$ cat src/rtl/pingpong_bank_pkg.sv
// -----------------------------------------------------------------------------
// pingpong_bank_pkg
// Shared definitions for the ping-pong bank controller.
//   bank_state_e : 2-bit per-bank state (EMPTY=0, FILLING=1, FULL=2,
//                  CONSUMING=3).
//   bank_holds_data() : true for states that count towards full_count.
// -----------------------------------------------------------------------------
package pingpong_bank_pkg;

  typedef enum logic [1:0] {
    BANK_EMPTY     = 2'd0,
    BANK_FILLING   = 2'd1,
    BANK_FULL      = 2'd2,
    BANK_CONSUMING = 2'd3
  } bank_state_e;

  // A bank holds valid data from fill completion until the consumer releases it.
  function automatic logic bank_holds_data(input bank_state_e s);
    return (s == BANK_FULL) || (s == BANK_CONSUMING);
  endfunction

endpackage

$ cat src/rtl/pingpong_bank_slot.sv
// -----------------------------------------------------------------------------
// pingpong_bank_slot
// One CoRAM bank: state register plus stored fill size.
// The top decides which bank a transition targets; the slot only applies a
// transition when it is in the matching source state.
// Ports:
//   CLK, RST      clock, synchronous active-high reset
//   grant_i       EMPTY     -> FILLING
//   fill_done_i   FILLING   -> FULL, size <= fill_size_i
//   fill_size_i   word count captured with fill_done_i
//   accept_i      FULL      -> CONSUMING (consumer handshake)
//   release_i     CONSUMING -> EMPTY
//   state_o       registered state (also the debug view of this FSM)
//   state_d_o     next state, used by the top to register cons_valid
//   size_d_o      next stored size, used by the top to register cons_size
// -----------------------------------------------------------------------------
module pingpong_bank_slot
  import pingpong_bank_pkg::*;
#(
  parameter int W_S = 64
) (
  input  logic           CLK,
  input  logic           RST,
  input  logic           grant_i,
  input  logic           fill_done_i,
  input  logic [W_S-1:0] fill_size_i,
  input  logic           accept_i,
  input  logic           release_i,
  output bank_state_e    state_o,
  output bank_state_e    state_d_o,
  output logic [W_S-1:0] size_d_o
);

  bank_state_e    state_q, state_d;
  logic [W_S-1:0] size_q, size_d;

  always_comb begin
    state_d = state_q;
    size_d  = size_q;
    case (state_q)
      BANK_EMPTY:     if (grant_i) state_d = BANK_FILLING;
      BANK_FILLING:   if (fill_done_i) begin
                        state_d = BANK_FULL;
                        size_d  = fill_size_i;
                      end
      BANK_FULL:      if (accept_i) state_d = BANK_CONSUMING;
      BANK_CONSUMING: if (release_i) state_d = BANK_EMPTY;
      default:        state_d = BANK_EMPTY;
    endcase
  end

  always_ff @(posedge CLK) begin
    if (RST) begin
      state_q <= BANK_EMPTY;
      size_q  <= '0;
    end else begin
      state_q <= state_d;
      size_q  <= size_d;
    end
  end

  assign state_o   = state_q;
  assign state_d_o = state_d;
  assign size_d_o  = size_d;

endmodule

$ cat src/rtl/pingpong_bank_ctrl.sv
// -----------------------------------------------------------------------------
// pingpong_bank_ctrl
// Ping-pong controller for two CoRAM banks between one producer and one
// consumer. Banks are filled and consumed strictly in order via two 1-bit
// pointers (next_fill / next_cons) that toggle on completion.
//
// Optional feature: define PINGPONG_BANK_CTRL_STATS_EN to build the
// consumer-starvation counter on stall_cycles; otherwise it is tied to 0.
//
// Ports:
//   CLK, RST         clock, synchronous active-high reset
//   fill_req         producer asks for a bank (level)
//   fill_grant       one-cycle grant pulse, fill_bank = granted bank
//   fill_done        one-cycle fill completion, fill_size sampled with it
//   cons_valid       a FULL bank is offered; cons_bank / cons_size describe it
//   cons_ready       consumer accepts the offer
//   cons_done        one-cycle pulse, consumer releases its bank
//   full_count       banks in FULL or CONSUMING, one cycle behind the state
//   proto_err        sticky: stray fill_done or cons_done seen
//   stall_cycles     starvation cycles (see macro above)
//   dbg_bank_state   {bank1, bank0} registered bank states
//
// Consumer handshake: the offer transfers on any rising edge where
// cons_valid=1 and cons_ready=1. cons_valid is registered from next-state
// values, so it drops in the cycle right after the handshake and cons_bank /
// cons_size stay constant for as long as it is held.
// -----------------------------------------------------------------------------
module pingpong_bank_ctrl
  import pingpong_bank_pkg::*;
#(
  parameter int W_S       = 64,
  parameter int NUM_BANKS = 2
) (
  input  logic           CLK,
  input  logic           RST,
  input  logic           fill_req,
  output logic           fill_grant,
  output logic           fill_bank,
  input  logic           fill_done,
  input  logic [W_S-1:0] fill_size,
  output logic           cons_valid,
  output logic           cons_bank,
  output logic [W_S-1:0] cons_size,
  input  logic           cons_ready,
  input  logic           cons_done,
  output logic [1:0]     full_count,
  output logic           proto_err,
  output logic [31:0]    stall_cycles,
  output logic [3:0]     dbg_bank_state
);

  bank_state_e    st_q [NUM_BANKS];
  bank_state_e    st_d [NUM_BANKS];
  logic [W_S-1:0] sz_d [NUM_BANKS];

  logic           next_fill_q, next_fill_d;
  logic           next_cons_q, next_cons_d;
  logic           fill_grant_q, fill_bank_q;
  logic           cons_valid_q, cons_bank_q;
  logic [W_S-1:0] cons_size_q;
  logic [1:0]     full_count_q;
  logic           proto_err_q;

  logic       any_filling, any_consuming, any_consuming_d;
  logic [1:0] occ_cnt;
  logic       grant_go, fill_go, hs_go, rel_go, perr_go;

  always_comb begin
    any_filling     = 1'b0;
    any_consuming   = 1'b0;
    any_consuming_d = 1'b0;
    occ_cnt         = 2'd0;
    for (int b = 0; b < NUM_BANKS; b++) begin
      if (st_q[b] == BANK_FILLING)   any_filling     = 1'b1;
      if (st_q[b] == BANK_CONSUMING) any_consuming   = 1'b1;
      if (st_d[b] == BANK_CONSUMING) any_consuming_d = 1'b1;
      if (bank_holds_data(st_q[b]))  occ_cnt         = occ_cnt + 2'd1;
    end
  end

  // Only one fill and one consume can be outstanding, and both follow the
  // pointers, so the FILLING bank is always next_fill and the CONSUMING bank
  // is always next_cons.
  assign grant_go = fill_req && !any_filling && (st_q[next_fill_q] == BANK_EMPTY);
  assign fill_go  = fill_done && any_filling;
  assign hs_go    = cons_valid_q && cons_ready;
  assign rel_go   = cons_done && any_consuming;
  assign perr_go  = (fill_done && !any_filling) || (cons_done && !any_consuming);

  assign next_fill_d = next_fill_q ^ fill_go;
  assign next_cons_d = next_cons_q ^ rel_go;

  for (genvar b = 0; b < NUM_BANKS; b++) begin : g_slot
    pingpong_bank_slot #(.W_S(W_S)) u_slot (
      .CLK         (CLK),
      .RST         (RST),
      .grant_i     (grant_go && (next_fill_q == 1'(b))),
      .fill_done_i (fill_go  && (next_fill_q == 1'(b))),
      .fill_size_i (fill_size),
      .accept_i    (hs_go    && (next_cons_q == 1'(b))),
      .release_i   (rel_go   && (next_cons_q == 1'(b))),
      .state_o     (st_q[b]),
      .state_d_o   (st_d[b]),
      .size_d_o    (sz_d[b])
    );
  end

  always_ff @(posedge CLK) begin
    if (RST) begin
      next_fill_q  <= 1'b0;
      next_cons_q  <= 1'b0;
      fill_grant_q <= 1'b0;
      fill_bank_q  <= 1'b0;
      cons_valid_q <= 1'b0;
      cons_bank_q  <= 1'b0;
      cons_size_q  <= '0;
      full_count_q <= 2'd0;
      proto_err_q  <= 1'b0;
    end else begin
      next_fill_q  <= next_fill_d;
      next_cons_q  <= next_cons_d;
      fill_grant_q <= grant_go;
      if (grant_go) fill_bank_q <= next_fill_q;
      // Registered from next-state so the offer appears the cycle after
      // fill_done and disappears the cycle after the handshake.
      cons_valid_q <= (st_d[next_cons_d] == BANK_FULL) && !any_consuming_d;
      cons_bank_q  <= next_cons_d;
      cons_size_q  <= sz_d[next_cons_d];
      // Counted from the current state, so it trails the transition by one.
      full_count_q <= occ_cnt;
      if (perr_go) proto_err_q <= 1'b1;
    end
  end

`ifdef PINGPONG_BANK_CTRL_STATS_EN
  logic [31:0] stall_q;

  // Starved: nothing offered, nothing being consumed, nothing waiting.
  always_ff @(posedge CLK) begin
    if (RST) begin
      stall_q <= '0;
    end else if (!cons_valid_q && (occ_cnt == 2'd0) && (stall_q != 32'hFFFF_FFFF)) begin
      stall_q <= stall_q + 32'd1;
    end
  end

  assign stall_cycles = stall_q;
`else
  assign stall_cycles = 32'd0;
`endif

  assign fill_grant     = fill_grant_q;
  assign fill_bank      = fill_bank_q;
  assign cons_valid     = cons_valid_q;
  assign cons_bank      = cons_bank_q;
  assign cons_size      = cons_size_q;
  assign full_count     = full_count_q;
  assign proto_err      = proto_err_q;
  assign dbg_bank_state = {st_q[1], st_q[0]};

endmodule
$ cat config.mk
export PLATFORM = sky130hd
export DESIGN_NAME = pingpong_bank_ctrl
export DESIGN_NICKNAME = d
export VERILOG_FILES = /design/src/rtl/pingpong_bank_pkg.sv /design/src/rtl/pingpong_bank_slot.sv /design/src/rtl/pingpong_bank_ctrl.sv
export SDC_FILE = /design/constraint.sdc
export NUM_CORES = 1
export LEC_CHECK = 0
export BUFFER_PORTS_ARGS = -buffer_cell sky130_fd_sc_hd__buf_2
export CORE_AREA = 2 2 174 133
export CTS_CLUSTER_SIZE = 24
export DETAILED_ROUTE_END_ITERATION = 10
export DIE_AREA = 0 0 176 135
export HOLD_SLACK_MARGIN = 0.08
export PLACE_DENSITY = 0.78
export RECOVER_POWER = 25
export SKIP_CTS_REPAIR_TIMING = 1
export SLEW_MARGIN = 20
export SYNTH_ARGS = -nofsm -noshare
export SYNTH_HDL_FRONTEND = slang
export SYNTH_HIERARCHICAL = 1
export SYNTH_SLANG_ARGS = --single-unit
$ cat constraint.sdc
create_clock -name CLK -period 4.1 [get_ports CLK]
set_input_delay 0.615 -clock CLK [delete_from_list [all_inputs] [get_ports CLK]]
set_output_delay 0.615 -clock CLK [all_outputs]
set_load 0.05 [all_outputs]
-- Word level (Yosys, flattened, before mapping)
Cells that the tools add are included.
- output and inout port bits: 107
- flip-flop bits (word level): 204
- reductions and logical operators: 25
- $lt $le $gt $ge: 2
- mux-type cells: 31
- bitwise operators: 6
- add/subtract/negate cells: 1
- equal/unequal tests: 9
- operator list (cell ; count):
    2-to-1 mux 64 bit ; 7
    2-to-1 mux 2 bit ; 15
    logical AND 1 bit ; 16
    one-hot mux 2 bit (4 select lines) ; 2
    == test 2 bit (second input constant) ; 7
    2-to-1 mux 1 bit ; 7
    logical NOT 2 bit ; 3
    == test 2 x 1 -> 1 bit (second input constant) ; 2
    >= comparator 2 bit (second input constant) ; 2
    inverter 1 -> 2 bit ; 2
    logical NOT 1 bit ; 3
    logical OR 1 bit ; 3
    adder 2 x 1 -> 2 bit (second input constant) ; 1
    inverter 1 bit ; 2
    bitwise XOR 1 bit ; 2

-- Logic depth before layout (Yosys ltp)
- depth in word-level cells: 14
- mapped depth: 9
- mapped depth without buffers: 7

-- Hierarchy
Netlist, hierarchy kept.
- by module, submodules not included (module ; cells each ; sequential area each (um^2) ; instances ; area an instance (um^2)):
    pingpong_bank_slot ; 360 ; 1321.3 ; 2 ; 3961.3
    pingpong_bank_ctrl ; 283 ; 1441.4 ; 1 ; 2950.3

-- Least setup slack after synthesis
Ideal clock, no wire load.
- kind: reg2reg
- start point: register g_slot[0].u_slot.state_q[0]
- end point: register cons_size_q[10] (netlist: cons_size[10])
- stages on the path, launching flop included: 10
- clock period less this slack: 2.481 ns
- setup time: 0.128 ns
- slack: 1.619 ns
- data arrival time: 2.353 ns
- path through: dfxtp_1 > nand2b_1 > a21boi_0 > ha_1 > and3b_1 > buf_6 > buf_6 > mux2_4 > mux2i_1 > nor2_1
- RTL lines (what ; RTL line ; source):
    from (decl) ; pingpong_bank_slot.sv:34 ; bank_state_e state_q, state_d;
    from (signal assigned) ; pingpong_bank_slot.sv:57 ; state_q <= state_d;
    to (signal assigned) ; pingpong_bank_ctrl.sv:128 ; cons_size_q <= sz_d[next_cons_d];
    to (decl) ; pingpong_bank_ctrl.sv:60 ; logic [W_S-1:0] cons_size_q;

==> metrics.md <==
| Metric | Value |
|---|---|
| Critical path class | `reg2reg` |
| Iter 0 DRT Violations | `344` |
| Wirelength per Cell | `14.3 um` |
| Core footprint | `21900 um^2` |
| Ys flop type | `dfxtp_1` |
| Netlist cell types | `29` |
| Yosys top cell area share | `37.6%` |
| Via Count | `6914` |
| Initial Utilization | `49.6%` |
| Sink Count | `204` |
| Slew HR | `-25.8%` |
| Clock buffer depth | `3` |
| Later-pin clock latency in the skew report | `500 ps` |
| Area leader, netlist | `dfxtp_1` |
| IR drop worst, VDD | `0.271 mV` |
| Max-slew violation count | `131` |
| Grt total ovfl | `0` |
| Register area share after synthesis | `37.6%` |
| Die height | `135 um` |
| Largest cells by area after synthesis | `dfxtp_1 (38%), mux2i_1 (18%), mux2_4 (15%)` |
| Avg Vias per Cell | `4.86` |
| Leakage Power | `5.03 nW` |
| Area Growth Syn to Fin | `11.9%` |
| Core Util, Final | `55.5%` |
| Slew @ Worst Pin | `1890 ps` |
| Average size of a mapped cell | `10.8 um^2` |
| Fraction of layout cells with a size suffix above 1 | `23.4%` |
| Remaining antenna violation count | `0` |
| Routability cong. | `0.761` |
| TritonCTS clock tree | `yes` |
| Initial antenna violation count | `5` |
| Full die area | `23800 um^2` |
| Vias in the first global route | `6491` |
| Global Route Usage Sum | `16.6%` |
| Final worst path period share | `73.3%` |
| Total wire length | `20300 um` |
| Pre-Repair DR Iteration Count | `4` |
| Outcome | `complete, but fails checks` |
| Tmin final | `3010 ps` |
| Crit-path max FO | `54` |
| Htree depth | `1` |
| RSZ-0062 raised after global routing | `false` |
| Die W | `176 um` |
| Critical path required time | `4410 ps` |
| Row count | `47` |
| #FFs+latches synth | `204` |
| Fmax | `0.333 GHz` |
| Arrival @ worst endpoint | `3320 ps` |
| Clk slew on worst S/H paths | `60 ps` |
| Residual DRC count | `0` |
| Maxcap violations | `1` |
| Post-synth EDFFs | `0` |
| Final hold violations | `0` |
| I/O pin total | `177` |
| Crit. End Element | `flop` |
| Failing checks | `max-capacitance violations, max-slew violations` |
| Port buffer count | `144` |
| Largest net degree at the start of global routing | `132` |
| Final setup vio count | `0` |
| DP HPWL | `13000 um` |
| Setup TNS | `0 ps` |
| First-pass GRT wire length | `32600 um` |
| Fin nets | `1184` |
| Pwr Density | `425 nW/um^2` |
| Syn Inst Count | `1003` |
| Root Buffer | `clkbuf_16` |
| Clock Skews | `6.53 ps` |
| CP Launch Type | `flop` |
| Hold Crit Class | `in2reg` |
| Yosys warns | `6` |
| Async S/R FF share, synth | `0%` |
| CTS Buf Count | `23` |
| Mapped Area | `10900 um^2` |
-- cells in the mapped netlist, types with 2 or more instances --
| master | count |
|---|---|
| a21oi_1 | 4 |
| a311oi_1 | 2 |
| a31oi_1 | 2 |
| and3b_1 | 2 |
| buf_12 | 5 |
| buf_2 | 4 |
| buf_4 | 42 |
| buf_6 | 19 |
| clkbuf_1 | 34 |
| dfxtp_1 | 204 |
| ha_1 | 4 |
| inv_1 | 2 |
| mux2_2 | 18 |
| mux2_4 | 112 |
| mux2i_1 | 199 |
| nand2_1 | 2 |
| nand2b_1 | 262 |
| nor2_1 | 73 |
| o22ai_1 | 2 |
| or2_2 | 2 |
-- metrics by stage --
step                hold slack (ps)  cells  setup WS (ps)  area [um^2]  power, mW
finish                          405   1422           1090        12200       5.17
global route                    398   1420            811        12200       5.39
CTS                             383   1420           1080        12200       5.26
detailed placement              462   1379           1120        11500       3.15
global placement                458   1379           1160        11500       3.13
floorplan                       446   1034           1620        11000       2.99
-- layout make-up --
type	count	area (um^2)
Fill cell	1915	9770
Multi-Input combinational cell	724	6140
Sequential cell	204	4080
Timing Repair Buffer	155	797
Clock buffer	31	636
Tap cell	294	368
Clock inverter	10	128
Inverter	2	7.51
Antenna cell	2	5.00
-- power breakdown --
group          switching, mW  leakage [nW]  internal [mW]  total (mW)
registers             0.0695          1.65           2.08        2.15
clock network          0.804         0.377           1.27        2.08
logic                  0.570          3.01          0.371       0.941
-- logic make-up after synthesis --
logic type                 Yosys count  synth area share, %
AOI/OAI and AO/OA                   13                0.794
DFF                                204                 37.6
muxes                              329                 35.7
adders and majority gates            4                0.460
other                                1               0.0345
xor gates and xnor gates             1               0.0806
and+or+nand+nor                    345                 18.2
buffers and inverters              106                 7.22
-- worst max-delay path, stage by stage, from the launching register on --
cell      delay [ps]
dfxtp_1          460
nand2b_1         260
a21boi_0         290
ha_1             250
and3b_4          540
buf_12           400
mux2_4           330
mux2i_1          170
nor2_1            50
-- final timing paths --
kind | slack (ps) | to | startpoint | depth (start not counted)
setup / recovery | 1090 | cons_size[18] | g_slot[0].u_slot/state_o[1] | 8
hold / removal | 410 | g_slot[1].u_slot/size_q[13] | fill_size[13] | 3
setup reg to reg | 1090 | cons_size[18] | g_slot[0].u_slot/state_o[1] | 8
hold reg to reg | 470 | g_slot[1].u_slot/size_q[8] | g_slot[1].u_slot/size_q[8] | 2
-- flip-flops by register name, summed over array words and instances, names as in the netlist --
register	cells
cons_valid	1
g_slot.u_slot/state_o	4
proto_err	1
cons_size	64
full_count	2
cons_bank	1
fill_grant	1
next_fill_q	1
g_slot.u_slot/size_q	128
fill_bank	1
-- cell usage in the layout, fill, tap and decap left out --
cell type     n
dfxtp_1     204
a21boi_0      1
inv_1         2
buf_2        80
diode_2       2
o22ai_1       2
clkbuf_16    23
a31oi_1       2
conb_1       32
nor2b_1       1
nand2b_1    262
bufinv_16     3
nand3_1       1
or2_2         2
ha_1          3
nor2_1       73
clkinvlp_4    1
clkbuf_2      2
a311oi_1      2
nand2_1       2
mux2i_1     199
nor3_1        1
clkbuf_1     68
mux2_2       18
a22o_1        1
xnor2_1       1
mux2_4      112
buf_12        6
ha_4          1
nand4_2       1
clkinv_2      6
a22oi_1       1
buf_4         4
clkbuf_8      3
and3b_4       2
a21oi_1       4
-- per-layer routing --
| layer | wire, um | up-vias | track usage (%) | share of wire, % |
|---|---|---|---|---|
| li1 | - | 3494 | - | - |
| met1 | 9630 | 3227 | 22.2 | 47 |
| met2 | 9020 | 144 | 26.7 | 44 |
| met3 | 1140 | 43 | 4.36 | 5.6 |
| met4 | 490 | 6 | 4.27 | 2.4 |
| met5 | 43 | - | 0 | 0.21 |
(Power assumes the default switching activity.)
